$ cat src/rtl/forward_pass_sequencer.sv
// Per-sample forward-pass sequencer for the cached dilated causal conv stack:
// shift -> (start, wait, cache) per layer -> output latch, with headroom stats.
module forward_pass_sequencer #(
    parameter int N_LAYERS = 3,
    parameter int CW       = 16,
    parameter int TIMEOUT  = 1023
) (
    input  logic                                    clk,
    input  logic                                    rst,
    input  logic                                    sample_strobe,
    input  logic [N_LAYERS-1:0]                     conv_out_v,
    output logic                                    lsb_clk,
    output logic [N_LAYERS-1:0]                     conv_rst,
    output logic [(N_LAYERS > 1 ? N_LAYERS-2 : 0):0] cache_clk,
    output logic                                    out_latch,
    output logic                                    busy,
    output logic [CW-1:0]                           pass_cycles,
    output logic [CW-1:0]                           overrun_count,
    output logic                                    timeout_err
);

    localparam int LW = (N_LAYERS > 1) ? $clog2(N_LAYERS) : 1;
    localparam int WW = $clog2(TIMEOUT + 1);
    localparam int CL = (N_LAYERS > 1) ? N_LAYERS - 1 : 1;

    typedef enum logic [2:0] {
        S_IDLE, S_SHIFT, S_START, S_WAIT, S_CACHE, S_OUTPUT
    } state_t;

    state_t        state_q, state_d;
    logic [LW-1:0] layer_q, layer_d;
    logic [WW-1:0] wait_cnt_q, wait_cnt_d;
    logic [CW-1:0] pass_cnt_q, pass_cnt_d;
    logic [CW-1:0] pass_cycles_q, pass_cycles_d;
    logic [CW-1:0] overrun_q, overrun_d;
    logic          timeout_err_q, timeout_err_d;
    logic          lsb_clk_q, lsb_clk_d;
    logic          out_latch_q, out_latch_d;
    logic          busy_q, busy_d;
    logic [N_LAYERS-1:0] conv_rst_q, conv_rst_d;
    logic [CL-1:0]       cache_clk_q, cache_clk_d;
    logic                blanking;
    logic                limit_hit;

    // First WAIT cycle ignores out_v: it can still be high from the previous pass.
    assign blanking  = (wait_cnt_q == '0);
    assign limit_hit = (32'(wait_cnt_q) + 32'd1 >= 32'(TIMEOUT));

    always_comb begin
        state_d       = state_q;
        layer_d       = layer_q;
        wait_cnt_d    = wait_cnt_q;
        pass_cycles_d = pass_cycles_q;
        overrun_d     = overrun_q;
        timeout_err_d = timeout_err_q;

        case (state_q)
            S_IDLE: begin
                layer_d = '0;
                if (sample_strobe) state_d = S_SHIFT;
            end
            S_SHIFT: begin
                layer_d = '0;
                state_d = S_START;
            end
            S_START: begin
                wait_cnt_d = '0;
                state_d    = S_WAIT;
            end
            S_WAIT: begin
                wait_cnt_d = wait_cnt_q + WW'(1);
                if (!blanking && conv_out_v[layer_q]) begin
                    state_d = (layer_q == LW'(N_LAYERS - 1)) ? S_OUTPUT : S_CACHE;
                end else if (limit_hit) begin
                    state_d       = S_IDLE;
                    timeout_err_d = 1'b1;
                end
            end
            S_CACHE: begin
                layer_d = layer_q + LW'(1);
                state_d = S_START;
            end
            S_OUTPUT: begin
                pass_cycles_d = pass_cnt_q;
                state_d       = sample_strobe ? S_SHIFT : S_IDLE;
            end
            default: state_d = S_IDLE;
        endcase

        if (sample_strobe && state_q != S_IDLE && state_q != S_OUTPUT && overrun_q != '1)
            overrun_d = overrun_q + CW'(1);

        pass_cnt_d = pass_cnt_q;
        if (state_d == S_SHIFT)
            pass_cnt_d = CW'(1);
        else if (state_d != S_IDLE && pass_cnt_q != '1)
            pass_cnt_d = pass_cnt_q + CW'(1);

        // Pulses are registered from the next state so they align with the state cycle.
        busy_d      = (state_d != S_IDLE);
        lsb_clk_d   = (state_d == S_SHIFT);
        out_latch_d = (state_d == S_OUTPUT);
        for (int i = 0; i < N_LAYERS; i++)
            conv_rst_d[i] = (state_d == S_START) && (layer_d == LW'(i));
        for (int i = 0; i < CL; i++)
            cache_clk_d[i] = (N_LAYERS > 1) && (state_d == S_CACHE) && (layer_d == LW'(i));
    end

    always_ff @(posedge clk) begin
        if (rst) begin
            state_q       <= S_IDLE;
            layer_q       <= '0;
            wait_cnt_q    <= '0;
            pass_cnt_q    <= '0;
            pass_cycles_q <= '0;
            overrun_q     <= '0;
            timeout_err_q <= 1'b0;
            lsb_clk_q     <= 1'b0;
            out_latch_q   <= 1'b0;
            busy_q        <= 1'b0;
            conv_rst_q    <= '0;
            cache_clk_q   <= '0;
        end else begin
            state_q       <= state_d;
            layer_q       <= layer_d;
            wait_cnt_q    <= wait_cnt_d;
            pass_cnt_q    <= pass_cnt_d;
            pass_cycles_q <= pass_cycles_d;
            overrun_q     <= overrun_d;
            timeout_err_q <= timeout_err_d;
            lsb_clk_q     <= lsb_clk_d;
            out_latch_q   <= out_latch_d;
            busy_q        <= busy_d;
            conv_rst_q    <= conv_rst_d;
            cache_clk_q   <= cache_clk_d;
        end
    end

    assign lsb_clk       = lsb_clk_q;
    assign conv_rst      = conv_rst_q;
    assign cache_clk     = cache_clk_q;
    assign out_latch     = out_latch_q;
    assign busy          = busy_q;
    assign pass_cycles   = pass_cycles_q;
    assign overrun_count = overrun_q;
    assign timeout_err   = timeout_err_q;

endmodule

$ cat config.mk
export PLATFORM = sky130hd
export DESIGN_NAME = forward_pass_sequencer
export DESIGN_NICKNAME = d
export VERILOG_FILES = /design/src/rtl/forward_pass_sequencer.sv
export SDC_FILE = /design/constraint.sdc
export NUM_CORES = 1
export LEC_CHECK = 0
export CAP_MARGIN = 10
export CORE_MARGIN = 2
export CORE_UTILIZATION = 30
export CTS_BUF_LIST = sky130_fd_sc_hd__clkbuf_4 sky130_fd_sc_hd__clkbuf_8 sky130_fd_sc_hd__clkbuf_16
export DETAILED_ROUTE_END_ITERATION = 8
export SLEW_MARGIN = 20
export SYNTH_ARGS = -nofsm -noshare
export SYNTH_HDL_FRONTEND = slang
export SYNTH_SLANG_ARGS = --single-unit
$ cat constraint.sdc
create_clock -name clk -period 3 [get_ports clk]
set_clock_uncertainty 0.1 [all_clocks]
set_input_delay 0.6 -clock clk [delete_from_list [all_inputs] [get_ports clk]]
set_output_delay 0.6 -clock clk [all_outputs]
set_load 0.01 [all_outputs]
==> impl_metrics.tcl <==
set metrics [dict create \
    status "finished, final reports clean" \
    crit_required_ns 3.09 \
    grt_start_max_net_pins 29 \
    drtIter0Drc 121 \
    worst_slew_pin_slew_ns 0.6454 \
    crit_chain "ha_1, and2b_1, nand2_1, a22oi_2, o211ai_2, a21oi_4, or3_2, a21oi_1" \
    cts.reportedPaths.clkPinSlew_ns 0.06 \
    grt_first_pass_wirelength_um 13400 \
    top_layer_used "met4" \
    fin_crit_ns 2.554 \
    synth_xor_area_share_pct 4.346 \
    yosysTopAreaCell "dfxtp_1" \
    die_height_um 110.9 \
    wl_met3_um 309 \
    worstPathArrival_ns 2.64 \
    antenna_found_initial 0 \
    place_congestion 0.8411 \
    max-vdd-ir-drop_uv 278.7 \
    clock-sinks 72 \
    cpMaxStageDelayCell "a21oi_4" \
    crit_fanout 28 \
    finalSetupViolCount 0 \
    setup_ws_ns 0.4459 \
    seq_area_mm2 0.001441 \
    dr_total_vias 3077 \
    multi_input_area_mm2 0.001821 \
    synth_cell_types 58 \
    post_drt_via_cell_ratio 5.003 \
    seq_area_frac_synth_pct 42.07 \
    cp-end-kind "flip-flop" \
    rsz0062_at_grt "no" \
    insertion_delay_ns 0.33 \
    areaGrowthSynthToFinish_pct 25.20 \
    avgSynthCellArea_um2 8.099 \
    core_mm2 0.01127 \
    crit_type "reg -> reg" \
    cts_tree "built" \
    p_per_area_mw_per_mm2 509.5 \
    cts.repair.resized 0 \
    place_hpwl_um 5520 \
    num_rows 39 \
    grt_pass1_vias 2922 \
    gr-total-overflow 0 \
    netlist.area_leader.share_pct 42.07 \
    slowest_delay_ns 0.56 \
    initial_core_util_pct 30.39 \
    critPathTopFamily "compound AO/OA/AOI/OAI gates" \
    holdWs_ns 0.3480 \
    synthMuxAreaShare_pct 0.8766 \
    cts_buffers 9 \
    period_share_pct 85.14 \
    yosys-top-cells-area "dfxtp_1 42%, nand2_1 7.3%, a21oi_1 6.7%" \
    grtUsageTotal_pct 13.05 \
    root_buffer "clkbuf_16" \
    dp_slack_ns 0.1706 \
    dieArea_mm2 0.01229 \
    power_leakage_nw 1.431 \
    routedWlPerCell_um 12.90 \
    synth_warnings 0 \
    drc_errors 0 \
    fill_cells 1147 \
    clk_path_buf_depth 2 \
    io_pins 47 \
    yosys.area_share.simple_pct 29.73 \
    n_antenna_cell 0 \
    fp.dieW_um 110.9 \
    port-buffer-count 46 \
    synth_fp_nets 435 \
    ctsHtreeMaxLevel 3 \
    synth_fa_ha_area_share_pct 2.191 \
    wl_met1_um 3737 \
    routed_wl_um 7931 \
    final_nets 479 \
    crit_buf_inv 0 \
    route.met2.wl_um 3766 \
    synth-compound-area-share_pct 16.00 \
    drv_slew 0 \
    startpoint_type "flip-flop" \
    slew-limit-headroom_pct 56.88 \
    synth_top_family_by_area "simple AND/OR/NAND/NOR gates" \
    postRouteAntennaNets 0 \
    fmax_mhz 391.5 \
    fin_setup_tns_ns 0 \
    maxCapViolCount 0 \
    hold_class "reg -> reg" \
    postCtsSetupRepairBufs 0 \
    netlist_area_mm2 0.003426 \
    firstDrtPassIters 4 \
    syn_inst 423 \
    synth_seq_cells 72 \
    hold_buffers 0 \
    totalPowerFinal_mw 2.185 \
    hold_viol_final 0 \
    drive_above_1_share_pct 8.898 \
]
[metrics by stage]
stage | instance area [µm²] | instances | utilization, %
after global routing | 4289 | 615 | 38.05
after floorplan | 3426 | 423 | -
after detailed placement | 4001 | 599 | 35.50
after CTS | 4289 | 615 | 38.05
final | 4289 | 615 | 38.05
after global placement | 4001 | 599 | 35.50
[path summary, 6_finish.rpt]
| kind | cells after the start | slack (ns) | endpoint | from |
|---|---|---|---|---|
| max reg2reg | 8 | 0.45 | pass_cnt_q[9]$_SDFFE_PP0P_ | wait_cnt_q[1]$_SDFFE_PP0P_ |
| min | 2 | 0.35 | timeout_err$_SDFFE_PP0P_ | timeout_err$_SDFFE_PP0P_ |
| max | 8 | 0.45 | pass_cnt_q[9]$_SDFFE_PP0P_ | wait_cnt_q[1]$_SDFFE_PP0P_ |
| min reg2reg | 2 | 0.35 | timeout_err$_SDFFE_PP0P_ | timeout_err$_SDFFE_PP0P_ |
[logic make-up after synthesis]
logic type	Yosys count
compound gates	90
xor+xnor	17
fa+ha+maj	6
buf+inv	33
flops	72
mux	3
simple gates	202
[layout by cell type (no fill, tap or decap), types with 7 or more instances in the layout]
master,synthesis,routed
clkbuf_16,0,9
nor2_1,38,38
xor2_1,11,11
or3_1,10,10
buf_4,2,8
nand2_1,67,67
and3_1,10,10
clkdlybuf4s50_1,0,45
inv_1,12,12
o21ai_0,10,10
o21ai_1,9,9
nor3_1,7,7
nand3_1,21,21
a21oi_1,46,46
nand4_1,7,7
dfxtp_1,72,72
[routing by layer]
layer	vias to the layer above	GRT usage [%]
met5	-	0
li1	1572	-
met4	0	4.250
met2	56	22.00
met1	1439	16.56
met3	10	2.952
[sequential cells by signal, indices dropped and copies added (netlist names)]
name	flops
busy	1
cache_clk	2
conv_rst	3
layer_q	2
lsb_clk	1
out_latch	1
overrun_count	16
pass_cnt_q	16
pass_cycles	16
state_q	3
timeout_err	1
wait_cnt_q	10
[cells in the mapped netlist (all sizes together)]
master	count
xor2	11
nor3	7
nand2b	5
a22oi	3
inv	12
clkbuf	12
nand3	21
o21ai	20
nand3b	3
mux2i	3
xnor2	6
a31oi	2
and2	6
nand4	8
or4	3
a211oi	3
o21a	1
and3b	2
o2111ai	1
o31ai	3
or2	3
and3	11
nor2	38
buf	9
nor2b	4
o311ai	1
ha	6
o22ai	2
and2b	1
or2b	1
o211ai	2
a21oi	48
or3	16
dfxtp	72
nor4	2
nand2	67
a21boi	2
a41oi	1
nor3b	1
a2111oi	1
and4	3
[power by group]
group          switching, mW  leakage (nW)  internal [mW]
clock network          0.454         0.139          0.577
logic                 0.0976         0.711         0.0606
registers             0.0241         0.581          0.971
[area by class of cell]
class                           instances  area share, %
Clock buffer                            9          5.251
Clock inverter                          7          1.459
Inverter                               12          1.050
Multi-Input combinational cell        318          42.44
Sequential cell                        72          33.61
Tap cell                              143          4.172
Timing Repair Buffer                   54          12.02
[worst register-to-register path, stage by stage, from the launching register on]
cell	delay (ns)
dfxtp_1	0.47
ha_1	0.37
and2b_1	0.19
nand2_1	0.07
a22oi_2	0.21
o211ai_2	0.16
a21oi_4	0.56
or3_2	0.24
a21oi_1	0.06
(Power assumes the default switching activity.)
